## src/rtl/pack_scheduler.sv

```systemverilog
// pack_scheduler: arbitrates N_CH telemetry sources onto a single 11-byte packer.
// A frame runs IDLE -> LAUNCH -> WAIT_START -> WAIT_DONE -> GAP -> IDLE. LAUNCH
// drives a one-cycle strobe with the winner's packet. WAIT_START waits for the
// packer busy flag to rise and times out after BUSY_TIMEOUT cycles. WAIT_DONE
// waits for busy to fall. GAP holds off the next launch for GAP_CYCLES cycles.
// Optional build macro PACK_SCHED_PRIO0_EN: source 0 gets strict priority, and
// sources 1..N_CH-1 share a round-robin ring. Undefined means one ring for all.
// Every output is a register. BUSY_TIMEOUT must be at least 1.
module pack_scheduler #(
  parameter int N_CH         = 4,
  parameter int GAP_CYCLES   = 2,
  parameter int BUSY_TIMEOUT = 8
) (
  input  logic                 clk,
  input  logic                 rst,
  input  logic [N_CH-1:0]      req,
  input  logic [N_CH*88-1:0]   req_data,
  output logic [N_CH-1:0]      ack,
  output logic                 pack_valid,
  output logic [87:0]          pack_data,
  input  logic                 pack_busy,
  output logic [2:0]           grant_id,
  output logic                 active,
  output logic                 err_timeout
);

  // One shared counter times both WAIT_START and GAP, so it must reach the larger bound.
  localparam int CNT_MAX = (BUSY_TIMEOUT > GAP_CYCLES) ? BUSY_TIMEOUT : GAP_CYCLES;
  localparam int CNT_W   = $clog2(CNT_MAX + 2);
  localparam logic [CNT_W-1:0] TMO_LAST = CNT_W'(BUSY_TIMEOUT - 1);
  localparam logic [CNT_W-1:0] GAP_LAST = CNT_W'((GAP_CYCLES > 0) ? (GAP_CYCLES - 1) : 0);
  localparam logic [CNT_W-1:0] CNT_SAT  = CNT_W'(CNT_MAX);

  typedef enum logic [2:0] {
    ST_IDLE       = 3'd0,
    ST_LAUNCH     = 3'd1,
    ST_WAIT_START = 3'd2,
    ST_WAIT_DONE  = 3'd3,
    ST_GAP        = 3'd4
  } state_t;

  state_t               state_r;
  state_t               state_nx_s;
  logic [CNT_W-1:0]     cnt_r;
  logic [2:0]           ptr_r;

  logic [N_CH-1:0]      ack_r;
  logic                 pack_valid_r;
  logic [87:0]          pack_data_r;
  logic [2:0]           grant_r;
  logic                 active_r;
  logic                 err_r;

  logic                 launch_s;
  logic                 tmo_s;
  logic [N_CH-1:0]      rr_req_s;
  logic [2*N_CH-1:0]    dbl_s;
  logic [N_CH-1:0]      rot_s;
  logic [2:0]           off_s;
  logic [3:0]           sum_s;
  logic [2:0]           rr_win_s;
  logic [2:0]           win_s;
  logic [3:0]           ptr_inc_s;
  logic [2:0]           ptr_nx_s;
  logic [87:0]          sel_data_s;
  logic [N_CH-1:0]      onehot_s;

  // Winner selection: rotate the request vector so the pointer sits at bit 0, then take the lowest set bit.
  always_comb begin
    rr_req_s = req;
`ifdef PACK_SCHED_PRIO0_EN
    // Source 0 is handled by the strict-priority path and never competes in the ring.
    rr_req_s[0] = 1'b0;
`endif
    dbl_s = {rr_req_s, rr_req_s};
    rot_s = N_CH'(dbl_s >> ptr_r);
    off_s = 3'd0;
    for (int k = N_CH - 1; k >= 0; k--) begin
      if (rot_s[k]) begin
        off_s = 3'(k);
      end else begin
        off_s = off_s;
      end
    end
    sum_s = {1'b0, ptr_r} + {1'b0, off_s};
    if (sum_s >= 4'(N_CH)) begin
      rr_win_s = 3'(sum_s - 4'(N_CH));
    end else begin
      rr_win_s = sum_s[2:0];
    end
`ifdef PACK_SCHED_PRIO0_EN
    if (req[0]) begin
      win_s = 3'd0;
    end else begin
      win_s = rr_win_s;
    end
`else
    win_s = rr_win_s;
`endif
  end

  // Winner-derived values: its packet, its one-hot ack, and the pointer position after it.
  always_comb begin
    sel_data_s = 88'h0;
    for (int i = 0; i < N_CH; i++) begin
      sel_data_s = sel_data_s | (req_data[i*88 +: 88] & {88{win_s == 3'(i)}});
    end
    onehot_s  = N_CH'(1) << win_s;
    ptr_inc_s = {1'b0, win_s} + 4'd1;
    if (ptr_inc_s >= 4'(N_CH)) begin
      ptr_nx_s = 3'd0;
    end else begin
      ptr_nx_s = ptr_inc_s[2:0];
    end
  end

  // Next-state logic. Also flags the launch edge and the timeout edge for the output registers.
  always_comb begin
    state_nx_s = state_r;
    launch_s   = 1'b0;
    tmo_s      = 1'b0;
    case (state_r)
      ST_IDLE: begin
        if (|req) begin
          state_nx_s = ST_LAUNCH;
          launch_s   = 1'b1;
        end else begin
          state_nx_s = ST_IDLE;
        end
      end
      ST_LAUNCH: begin
        state_nx_s = ST_WAIT_START;
      end
      ST_WAIT_START: begin
        if (pack_busy) begin
          state_nx_s = ST_WAIT_DONE;
        end else if (cnt_r >= TMO_LAST) begin
          tmo_s      = 1'b1;
          state_nx_s = (GAP_CYCLES == 0) ? ST_IDLE : ST_GAP;
        end else begin
          state_nx_s = ST_WAIT_START;
        end
      end
      ST_WAIT_DONE: begin
        if (!pack_busy) begin
          state_nx_s = (GAP_CYCLES == 0) ? ST_IDLE : ST_GAP;
        end else begin
          state_nx_s = ST_WAIT_DONE;
        end
      end
      ST_GAP: begin
        if (cnt_r >= GAP_LAST) begin
          state_nx_s = ST_IDLE;
        end else begin
          state_nx_s = ST_GAP;
        end
      end
      default: begin
        state_nx_s = ST_IDLE;
      end
    endcase
  end

  // State register.
  always_ff @(posedge clk) begin
    if (rst) begin
      state_r <= ST_IDLE;
    end else begin
      state_r <= state_nx_s;
    end
  end

  // Dwell counter: restarts on every state change and saturates rather than wrapping.
  always_ff @(posedge clk) begin
    if (rst) begin
      cnt_r <= '0;
    end else if (state_nx_s != state_r) begin
      cnt_r <= '0;
    end else if (cnt_r != CNT_SAT) begin
      cnt_r <= cnt_r + CNT_W'(1);
    end else begin
      cnt_r <= cnt_r;
    end
  end

  // Launch-side registers. Packet, grant and pointer update only at the selection edge.
  always_ff @(posedge clk) begin
    if (rst) begin
      ptr_r        <= 3'd0;
      pack_data_r  <= 88'h0;
      grant_r      <= 3'd0;
      pack_valid_r <= 1'b0;
      ack_r        <= '0;
    end else begin
      pack_valid_r <= launch_s;
      ack_r        <= launch_s ? onehot_s : '0;
      if (launch_s) begin
        ptr_r       <= ptr_nx_s;
        pack_data_r <= sel_data_s;
        grant_r     <= win_s;
      end else begin
        ptr_r       <= ptr_r;
        pack_data_r <= pack_data_r;
        grant_r     <= grant_r;
      end
    end
  end

  // Status registers, aligned with the state they describe.
  always_ff @(posedge clk) begin
    if (rst) begin
      active_r <= 1'b0;
      err_r    <= 1'b0;
    end else begin
      active_r <= (state_nx_s != ST_IDLE);
      err_r    <= tmo_s;
    end
  end

  assign ack         = ack_r;
  assign pack_valid  = pack_valid_r;
  assign pack_data   = pack_data_r;
  assign grant_id    = grant_r;
  assign active      = active_r;
  assign err_timeout = err_r;

endmodule

```

## config.mk

```make
export PLATFORM = sky130hd
export DESIGN_NAME = pack_scheduler
export DESIGN_NICKNAME = d
export VERILOG_FILES = /design/src/rtl/pack_scheduler.sv
export SDC_FILE = /design/constraint.sdc
export NUM_CORES = 1
export LEC_CHECK = 0
export BUFFER_PORTS_ARGS = -buffer_cell sky130_fd_sc_hd__buf_2
export CAP_MARGIN = 20
export CELL_PAD_IN_SITES_DETAIL_PLACEMENT = 0
export CELL_PAD_IN_SITES_GLOBAL_PLACEMENT = 1
export CORE_AREA = 10 10 169 171
export DETAILED_ROUTE_END_ITERATION = 12
export DIE_AREA = 0 0 179 181
export GPL_TIMING_DRIVEN = 0
export MAX_ROUTING_LAYER = met4
export PLACE_DENSITY = 0.74
export SLEW_MARGIN = 20
export SYNTH_ARGS = -nofsm -noshare
export SYNTH_HDL_FRONTEND = slang
export SYNTH_SLANG_ARGS = --single-unit
```

## constraint.sdc

```tcl
create_clock -name clk -period 10.8 [get_ports clk]
set_clock_uncertainty 0.1 [all_clocks]
set_input_delay 3.24 -clock clk [delete_from_list [all_inputs] [get_ports clk]]
set_output_delay 3.24 -clock clk [all_outputs]
set_load 0.02 [all_outputs]
```

==> impl_metrics.env, run 1 <==
export IMPL_status="complete, no violations"
export IMPL_gr_total_overflow=0
export IMPL_drtAntennaViolNets=0
export IMPL_async_reset_ff_share_pct=0
export IMPL_hold_depth=2
export IMPL_worstSetupPathType="in -> reg"
export IMPL_clockBufferDepth=2
export IMPL_yosys_warnings=0
export IMPL_seq_area_frac_synth_pct=35.96
export IMPL_insertion_delay_ns=0.35
export IMPL_ctsHoldBuffers=0
export IMPL_synthXorXnorAreaFrac_pct=0.4370
export IMPL_synth_seq_cells=108
export IMPL_yosysTopAreaCell="dfxtp_1"
export IMPL_yosysTopAreaCellShare_pct=35.96
export IMPL_placed_area_um2=8708
export IMPL_drive_gt1_share_pct=38.08
export IMPL_end_kind="flop"
export IMPL_die_y_um=181
export IMPL_synth_cell_types=39
export IMPL_antenna_found_initial=0
export IMPL_dp_hpwl_um=28120
export IMPL_netlist_instances=812
export IMPL_reg2regPathDepth=16
export IMPL_synth_adder_area_share_pct=2.414
export IMPL_drcViolationCount=0
export IMPL_nFillCells=2783
export IMPL_start_util_pct=24.02
export IMPL_cts_sinks=108
export IMPL_cp_max_fo=10
export IMPL_synth_edf_count=0
export IMPL_area_growth_syn_to_layout_pct=49.44
export IMPL_antenna_cells=0
export IMPL_maxSlewViolCount=0
export IMPL_crit_arrival_ns=7.23
export IMPL_start_kind="input port"
export IMPL_synth_compound_area_share_pct=31.54
export IMPL_setup_viol=0
export IMPL_slew_headroom_pct=39.19
export IMPL_finalCritPeriodShare_pct=65.37
export IMPL_grt_pass1_vias=8353
export IMPL_fin_setup_tns_ns=0
export IMPL_die_area_um2=32400
export IMPL_total_leakage_power_nw=4.337
export IMPL_nets=1649
export IMPL_grt_use_total_pct=20.36
export IMPL_netlist_area_um2=6013
export IMPL_rsz0062_at_grt="no"
export IMPL_power_density_nw_per_um2=352.7
export IMPL_post_cts_buffers=0
export IMPL_synth_mux_area_fraction_pct=1.082
export IMPL_vias=7958
export IMPL_portBuffers=456
export IMPL_synth_top_family_by_area="compound AO/OA/AOI/OAI gates"
export IMPL_cts_buffers=9
export IMPL_hold_violations=0
export IMPL_period_minus_slack_ns=7.060
export IMPL_synthSimpleGateAreaFrac_pct=22.62
export IMPL_htree_levels=3
export IMPL_vias_per_cell=4.931
export IMPL_first_pass_iters=5
export IMPL_synthTopCellsByArea="dfxtp_1 36%, a22oi_1 22%, nand2_1 11%"
export IMPL_placementRows=58
export IMPL_tightest_slew_ns=0.9121
export IMPL_power_total_w=0.003169
export IMPL_cts_tree="built"
export IMPL_ir_worst_vdd_uv=107.0
export IMPL_drt_total_wl_um=34360
export IMPL_wl_per_cell_um=21.29
export IMPL_fin_area_um2=8986
export IMPL_grt_pass1_wl_um=49600
export IMPL_ctsResizeCount=0
export IMPL_gp_congestion=0.9071
export IMPL_cap_violations=0
export IMPL_coreArea_um2=25040
export IMPL_final_core_util_pct=35.89
export IMPL_cp_required_ns=10.97
export IMPL_avgSynthCellArea_um2=7.406
export IMPL_die_w_um=179
export IMPL_root_buffer="clkbuf_16"
export IMPL_grt_start_max_net_pins=18
export IMPL_ioPinCount=457
export IMPL_ys_flop_type="dfxtp_1"
export IMPL_hp_class="reg -> reg"
export IMPL_syn_nets=1182
export IMPL_fmax_mhz=141.6
export IMPL_drtIter0Drc=387
export IMPL_path_clk_slew_ns=0.07
[registers in the layout (all words and copies together), names as in the netlist]
| signal | flops |
|---|---|
| active | 1 |
| ptr_r | 3 |
| pack_data | 88 |
| cnt_r | 4 |
| pack_valid | 1 |
| ack | 4 |
| grant_id | 3 |
| state_r | 3 |
| err_timeout | 1 |
[where the power goes]
part / total [W] / switching (W) / internal, W / leakage, nW
logic: 0.00222 / 0.00146 / 0.000758 / 3.31
registers: 0.000626 / 0.0000746 / 0.000551 / 0.887
clock network: 0.000322 / 0.000158 / 0.000164 / 0.136
total: 0.00317 / 0.00170 / 0.00147 / 4.34
[logic make-up (layout without fill, tap and decap cells)]
group	Yosys count	count (layout)
multiplexers	6	6
flip-flops	108	108
adder cells (fa/ha/maj)	11	11
buffers and inverters	91	563
AND/OR/NAND/NOR	308	308
AO/OA/AOI/OAI	285	285
XOR/XNOR	3	3
[path summary, 6_finish.rpt]
| path | slack [ns] | endpoint | from |
|---|---|---|---|
| worst max register to register | 6.01 | pack_data[51] | ptr_r[0] |
| worst min-delay path | 0.35 | pack_data[44] | pack_data[44] |
| worst max-delay path | 3.74 | pack_data[51] | req[2] |
| worst min register to register | 0.35 | pack_data[44] | pack_data[44] |
[placed cells by master (no fill, tap or decap), types with 2 or more instances in the layout]
| cell | count |
|---|---|
| or3_1 | 3 |
| xnor2_1 | 2 |
| clkbuf_1 | 63 |
| inv_1 | 8 |
| o21a_1 | 2 |
| dfxtp_1 | 108 |
| mux2_2 | 4 |
| clkinv_2 | 2 |
| nor2_1 | 9 |
| buf_1 | 10 |
| nor3_1 | 5 |
| ha_1 | 10 |
| nand3b_1 | 5 |
| a22oi_1 | 176 |
| nand3_1 | 90 |
| a21oi_1 | 95 |
| mux2i_1 | 2 |
| o21ai_0 | 4 |
| nand2_1 | 181 |
| a211oi_1 | 3 |
| clkbuf_16 | 9 |
| buf_2 | 466 |
| inv_6 | 2 |
| or4b_1 | 2 |
| nand2b_1 | 4 |
[per-stage QoR]
stage	setup slack (ns)	hold WS, ns	cells
6_report	3.740	0.3513	1614
5_1_grt	3.368	0.3679	1614
4_1_cts	3.652	0.3542	1614
3_5_place_dp	3.303	0.3432	1598
3_3_place_gp	3.258	0.3394	1598
2_1_floorplan	4.683	0.3826	812
[critical path, cell delays in order]
cell and delay [ns]:
buf_2 0.12, mux2_2 0.28, o21ai_0 0.14, nand3_1 0.09
o21ai_0 0.08, ha_1 0.21, inv_1 0.06, fa_1 0.63
ha_1 0.18, clkbuf_1 0.41, clkbuf_1 0.58, buf_1 0.63
a22oi_1 0.21, nand2_1 0.12, nand3_1 0.08, a21oi_1 0.16
[metal layers]
layer  part of all wire, %  global-route usage [%]
met1                    41                   23.24
met2                    48                   34.07
met3                   8.5                   5.171
met4                   2.5                   6.451
met5                     0                       -
[final cells by class]
class                   instances  area (um^2)  area share [%]
plain buffers                  83        327.8           3.648
clock buffers                  11        242.7           2.701
clock inverters                 5        35.03          0.3899
inverters                       8        30.03          0.3342
multi-input cells             613         3493           38.87
flip-flops and latches        108         2162           24.06
well taps                     330        412.9           4.595
repair buffers                456         2282           25.40
[synthesized netlist by cell type (2+ instances only)]
| master | number |
|---|---|
| nand2_1 | 181 |
| o21ai_0 | 4 |
| buf_2 | 10 |
| nand2b_1 | 4 |
| xnor2_1 | 2 |
| clkbuf_1 | 62 |
| a21oi_1 | 95 |
| a22oi_1 | 176 |
| nand3_1 | 90 |
| or3_1 | 3 |
| ha_1 | 10 |
| o21a_1 | 2 |
| nand3b_1 | 5 |
| mux2i_1 | 2 |
| or4b_1 | 2 |
| dfxtp_1 | 108 |
| mux2_2 | 4 |
| a211oi_1 | 3 |
| buf_1 | 10 |
| nor2_1 | 9 |
| nor3_1 | 5 |
| inv_1 | 8 |
No activity file was read; power rests on OpenSTA's default activity.
==> run 2, diff against run 1 <==
Settings changed: CORE_AREA 10 10 169 171 to not set, CORE_MARGIN set to 10, CORE_UTILIZATION set to 24, DIE_AREA 0 0 179 181 to not set, PLACE_DENSITY 0.74 to 0.78.
Clock period 10.8 ns to 6.01 ns, I/O delays scaled along.
==> run 2 against run 1 <==
Compared with the run above:
- critical path depth stayed put
- combinational power is 79% higher
- cell area is 0.33% higher
- global-route usage is 0.50 points higher
- critical path type unchanged
- highest routed layer unchanged
==> impl_metrics.env, run 2 (same netlist as run 1, synthesis figures left out) <==
export IMPL_coreArea_um2=24460
export IMPL_start_kind="input port"
export IMPL_clockBufferDepth=2
export IMPL_die_y_um=178.3
export IMPL_ctsHoldBuffers=0
export IMPL_cts_sinks=108
export IMPL_portBuffers=456
export IMPL_start_util_pct=24.58
export IMPL_power_total_w=0.005734
export IMPL_end_kind="flop"
export IMPL_drtIter0Drc=420
export IMPL_path_clk_slew_ns=0.08
export IMPL_crit_arrival_ns=5.81
export IMPL_power_density_nw_per_um2=636.0
export IMPL_ctsResizeCount=0
export IMPL_mostFrequentLayoutCell="buf_2"
export IMPL_cap_violations=0
export IMPL_period_minus_slack_ns=5.634
export IMPL_nFillCells=2704
export IMPL_wl_per_cell_um=21.36
export IMPL_cts_buffers=9
export IMPL_maxSlewViolCount=0
export IMPL_hold_violations=0
export IMPL_nets=1649
export IMPL_slew_headroom_pct=41.05
export IMPL_fmax_mhz=177.5
export IMPL_crit_chain="buf_2 > mux2_2 > o21ai_0 > nand3_1 > o21ai_0 > ha_1 > inv_1 > fa_1 > ha_1 > clkbuf_1 > buf_1 > buf_1 > a22oi_1 > nand2_1 > nand3_1 > a21oi_1"
export IMPL_dp_hpwl_um=28190
export IMPL_post_cts_buffers=0
export IMPL_status="complete, no violations"
export IMPL_crit_buf_inv=5
export IMPL_tightest_slew_ns=0.8842
export IMPL_slowest_stage="fa_1"
export IMPL_gr_total_overflow=0
export IMPL_root_buffer="clkbuf_16"
export IMPL_die_w_um=178.3
export IMPL_insertion_delay_ns=0.35
export IMPL_grt_use_total_pct=20.87
export IMPL_crit_family="buffers and inverters"
export IMPL_rsz0062_at_grt="no"
export IMPL_grt_pass1_vias=8416
export IMPL_htree_levels=3
export IMPL_stdcell_count=1610
export IMPL_total_leakage_power_nw=4.358
export IMPL_drt_total_wl_um=34390
export IMPL_final_core_util_pct=36.86
export IMPL_hp_class="reg -> reg"
export IMPL_vias_per_cell=5.037
export IMPL_antenna_found_initial=2
export IMPL_area_growth_syn_to_layout_pct=49.94
export IMPL_ioPinCount=457
export IMPL_vias=8109
export IMPL_grt_pass1_wl_um=49670
export IMPL_max_stage_delay_ns=0.66
export IMPL_first_pass_iters=5
export IMPL_grt_start_max_net_pins=20
export IMPL_ir_worst_vdd_uv=225.0
export IMPL_layout_setup_ws_ns=0.3756
export IMPL_die_area_um2=31790
export IMPL_drcViolationCount=0
export IMPL_setup_viol=0
export IMPL_placementRows=57
export IMPL_drive_gt1_share_pct=38.24
export IMPL_cts_tree="built"
export IMPL_place_inst=1592
export IMPL_place_worst_setup_slack_ns=-0.3518
export IMPL_finalCritPeriodShare_pct=93.75
export IMPL_largest_register_ffs=88
export IMPL_cp_required_ns=6.19
export IMPL_gp_congestion=0.9039
export IMPL_final_cell_mix="466 x buf_2, 181 x nand2_1, 176 x a22oi_1"
export IMPL_worstSetupPathType="in -> reg"
export IMPL_cp_max_fo=10
export IMPL_drtAntennaViolNets=0
==> run 2: changes by cell type in the layout (fill, tap and decap cells not counted), sizes merged <==
| cell | delta |
|---|---|
| clkbuf | -1 |
| clkinvlp | -1 |
| bufinv | +1 |
| diode | +2 |
| inv | +2 |
| clkinv | -1 |
==> run 2: path summary, 6_finish.rpt <==
check,startpoint,endpoint,slack (ns),cells past startpoint
max reg2reg,ptr_r[0],pack_data[40],1.20,16
min,pack_data[17],pack_data[17],0.35,2
max,req[2],pack_data[40],0.38,16
min reg2reg,pack_data[17],pack_data[17],0.35,2
==> run 2: layout make-up <==
| type | count | area [um^2] | share of cell area, % |
|---|---|---|---|
| antenna | 2 | 5.005 | 0.05551 |
| buffer | 83 | 330.3 | 3.664 |
| clock buffer | 10 | 229.0 | 2.540 |
| clock inverter | 6 | 78.83 | 0.8743 |
| inverter | 8 | 30.03 | 0.3331 |
| multi-input combinational | 613 | 3493 | 38.75 |
| sequential | 108 | 2162 | 23.98 |
| tap | 324 | 405.4 | 4.496 |
| timing repair buffer | 456 | 2282 | 25.31 |
==> run 2: per-layer routing <==
metal  GRT usage, %  up-vias  part of all wire, %
li1               -     3910                    -
met3          5.032       36                  8.2
met4          6.200        0                  2.0
met2          35.86      379                   50
met5              -        -                    0
met1          23.62     3784                   40
==> run 2: tightest hold or removal path, cell delays in order (launching register included) <==
cell     delay (ns)
dfxtp_1        0.31
nand2_1        0.05
a21oi_1        0.05
==> run 2: report_power, final <==
| group | switching [W] | internal (W) |
|---|---|---|
| clock network | 0.000300 | 0.000334 |
| logic | 0.00261 | 0.00136 |
| registers | 0.000136 | 0.000990 |
==> run 2: stage by stage <==
stage | setup TNS, ns | cell area, um^2 | hold WS [ns]
2_1_floorplan | 0 | 6013 | 0.3826
3_3_place_gp | -2.234 | 8701 | 0.3383
3_5_place_dp | -3.554 | 8701 | 0.3435
4_1_cts | 0 | 9009 | 0.3549
5_1_grt | 0 | 9016 | 0.3701
6_report | 0 | 9016 | 0.3520
==> run 3, diff against run 2 <==
Settings changed: GPL_TIMING_DRIVEN 0 to not set.
==> run 3 against run 2 <==
Compared with the run above:
- maximum frequency up 16%
- first-iteration DRC count up 21%
- final cell count down 4.0%
- cell area down 1.6%
- critical path depth down 1
- critical endpoint is now pack_data[80]
- largest cell class unchanged
- largest power group unchanged
==> impl_metrics.env, run 3 (same netlist as run 1, synthesis figures left out) <==
export IMPL_status="complete, no violations"
export IMPL_crit_buf_inv=4
export IMPL_holdPathEnd="pack_data[26]"
export IMPL_multi_input_area_um2=3558
export IMPL_ff2ff_setup_slack_ns=2.13
export IMPL_htree_levels=3
export IMPL_post_cts_buffers=0
export IMPL_nets=1577
export IMPL_stdcell_count=1546
export IMPL_vias_per_cell=4.991
export IMPL_ir_worst_vdd_uv=357.9
export IMPL_grt_use_total_pct=18.45
export IMPL_dp_hpwl_um=23540
export IMPL_drcViolationCount=0
export IMPL_regToRegStartpoint="ptr_r[0]"
export IMPL_vias=7716
export IMPL_largest_register_ffs=88
export IMPL_grt_pass1_wl_um=45220
export IMPL_crit_family="adder cells"
export IMPL_min_from="pack_data[26]"
export IMPL_die_y_um=178.3
export IMPL_maxSlewViolCount=0
export IMPL_fmax_mhz=206.5
export IMPL_grt_start_max_net_pins=96
export IMPL_root_buffer="clkbuf_16"
export IMPL_grt_pass1_vias=7822
export IMPL_start_kind="input port"
export IMPL_worstSetupPathType="in -> reg"
export IMPL_total_leakage_power_nw=4.284
export IMPL_reg2regPathDepth=14
export IMPL_clockBufferDepth=2
export IMPL_start_util_pct=24.58
export IMPL_hold_violations=0
export IMPL_end_kind="flop"
export IMPL_cts_buffers=9
export IMPL_drive_gt1_share_pct=40.88
export IMPL_mostFrequentLayoutCell="buf_2"
export IMPL_gr_total_overflow=0
export IMPL_portBuffers=456
export IMPL_drtIter0Drc=507
export IMPL_rsz0062_at_grt="no"
export IMPL_insertion_delay_ns=0.35
export IMPL_slowest_stage="fa_1"
export IMPL_cts_tree="built"
export IMPL_die_area_um2=31790
export IMPL_crit_chain="buf_2 > mux2_2 > o21ai_0 > nand3_1 > o21ai_0 > ha_1 > inv_1 > fa_1 > inv_1 > ha_4 > buf_12 > a22oi_1 > nand2_1 > nand3_1 > a21oi_1"
export IMPL_hp_class="reg -> reg"
export IMPL_tightest_slew_ns=0.9380
export IMPL_max_stage_delay_ns=0.59
export IMPL_setup_viol=0
export IMPL_hold_depth=2
export IMPL_period_minus_slack_ns=4.842
export IMPL_path_clk_slew_ns=0.07
export IMPL_ctsResizeCount=0
export IMPL_drt_total_wl_um=30860
export IMPL_antenna_found_initial=11
export IMPL_r2r_end="pack_data[80]"
export IMPL_cts_sinks=108
export IMPL_fin_setup_tns_ns=0
export IMPL_coreArea_um2=24460
export IMPL_drtAntennaViolNets=0
export IMPL_place_inst=1520
export IMPL_power_density_nw_per_um2=615.1
export IMPL_wl_per_cell_um=19.96
export IMPL_cp_max_fo=45
export IMPL_seqCellArea_um2=2162
export IMPL_nFillCells=2672
export IMPL_placementRows=57
export IMPL_cap_violations=0
export IMPL_die_w_um=178.3
export IMPL_ctsHoldBuffers=0
export IMPL_slew_headroom_pct=37.47
export IMPL_cp_required_ns=6.19
export IMPL_area_growth_syn_to_layout_pct=47.59
export IMPL_gp_congestion=0.8933
export IMPL_finalCritPeriodShare_pct=80.56
export IMPL_ioPinCount=457
export IMPL_first_pass_iters=5
export IMPL_crit_arrival_ns=5.02
export IMPL_final_cell_mix="455 x buf_2, 181 x nand2_1, 176 x a22oi_1"
## run 3: per-stage QoR
stage	cell area [um^2]	hold slack (ns)	power, W	setup WS [ns]	utilization, %
final	8875	0.3504	0.005459	1.168	36.28
after global routing	8875	0.3686	0.005962	0.8192	36.28
after CTS	8843	0.3539	0.005522	1.139	36.15
after detailed placement	8561	0.3430	0.004909	0.7721	35.00
after global placement	8561	0.3390	0.004893	0.8122	35.00
after floorplan	6013	0.3826	0.003688	1.330	-
## run 3: metal layers
metal	track usage (%)	part of all wire, %
met5	-	0
met4	6.063	2.2
met3	5.497	8.6
met2	30.50	48
met1	21.02	41
## run 3: worst max path at each step
stage,from,slack [ns],end,cells after the start
after floorplan,req[3],1.33,pack_data[60],16
after global placement,req[2],0.81,pack_data[83],15
after detailed placement,req[2],0.77,pack_data[84],15
after CTS,req[2],1.14,pack_data[84],15
after global routing,req[2],0.82,pack_data[74],15
final,req[2],1.17,pack_data[80],15
## run 3: final cells by class
cell class | count | share of cell area [%]
diodes | 11 | 0.3102
clock buffers | 9 | 2.538
clock inverters | 6 | 0.6485
inverters | 8 | 0.3384
multi-input cells | 613 | 40.10
flip-flops and latches | 108 | 24.36
well taps | 324 | 4.568
repair buffers | 467 | 27.14
## run 3: worst reg2reg max path: stages, from the launching register on
cell and delay [ns]:
dfxtp_1 0.49, mux2_2 0.39, o21ai_0 0.16, nand3_1 0.09, o21ai_0 0.08, ha_1 0.19, inv_1 0.06, fa_1 0.59
inv_1 0.25, ha_4 0.56, buf_12 0.29, a22oi_1 0.21, nand2_1 0.10, nand3_1 0.07, a21oi_1 0.17
## run 3: report_power, final
part           internal [W]  leakage (nW)  switching (W)
combinational       0.00142          3.26        0.00232
clock              0.000289         0.140       0.000295
sequential         0.000990         0.887       0.000137
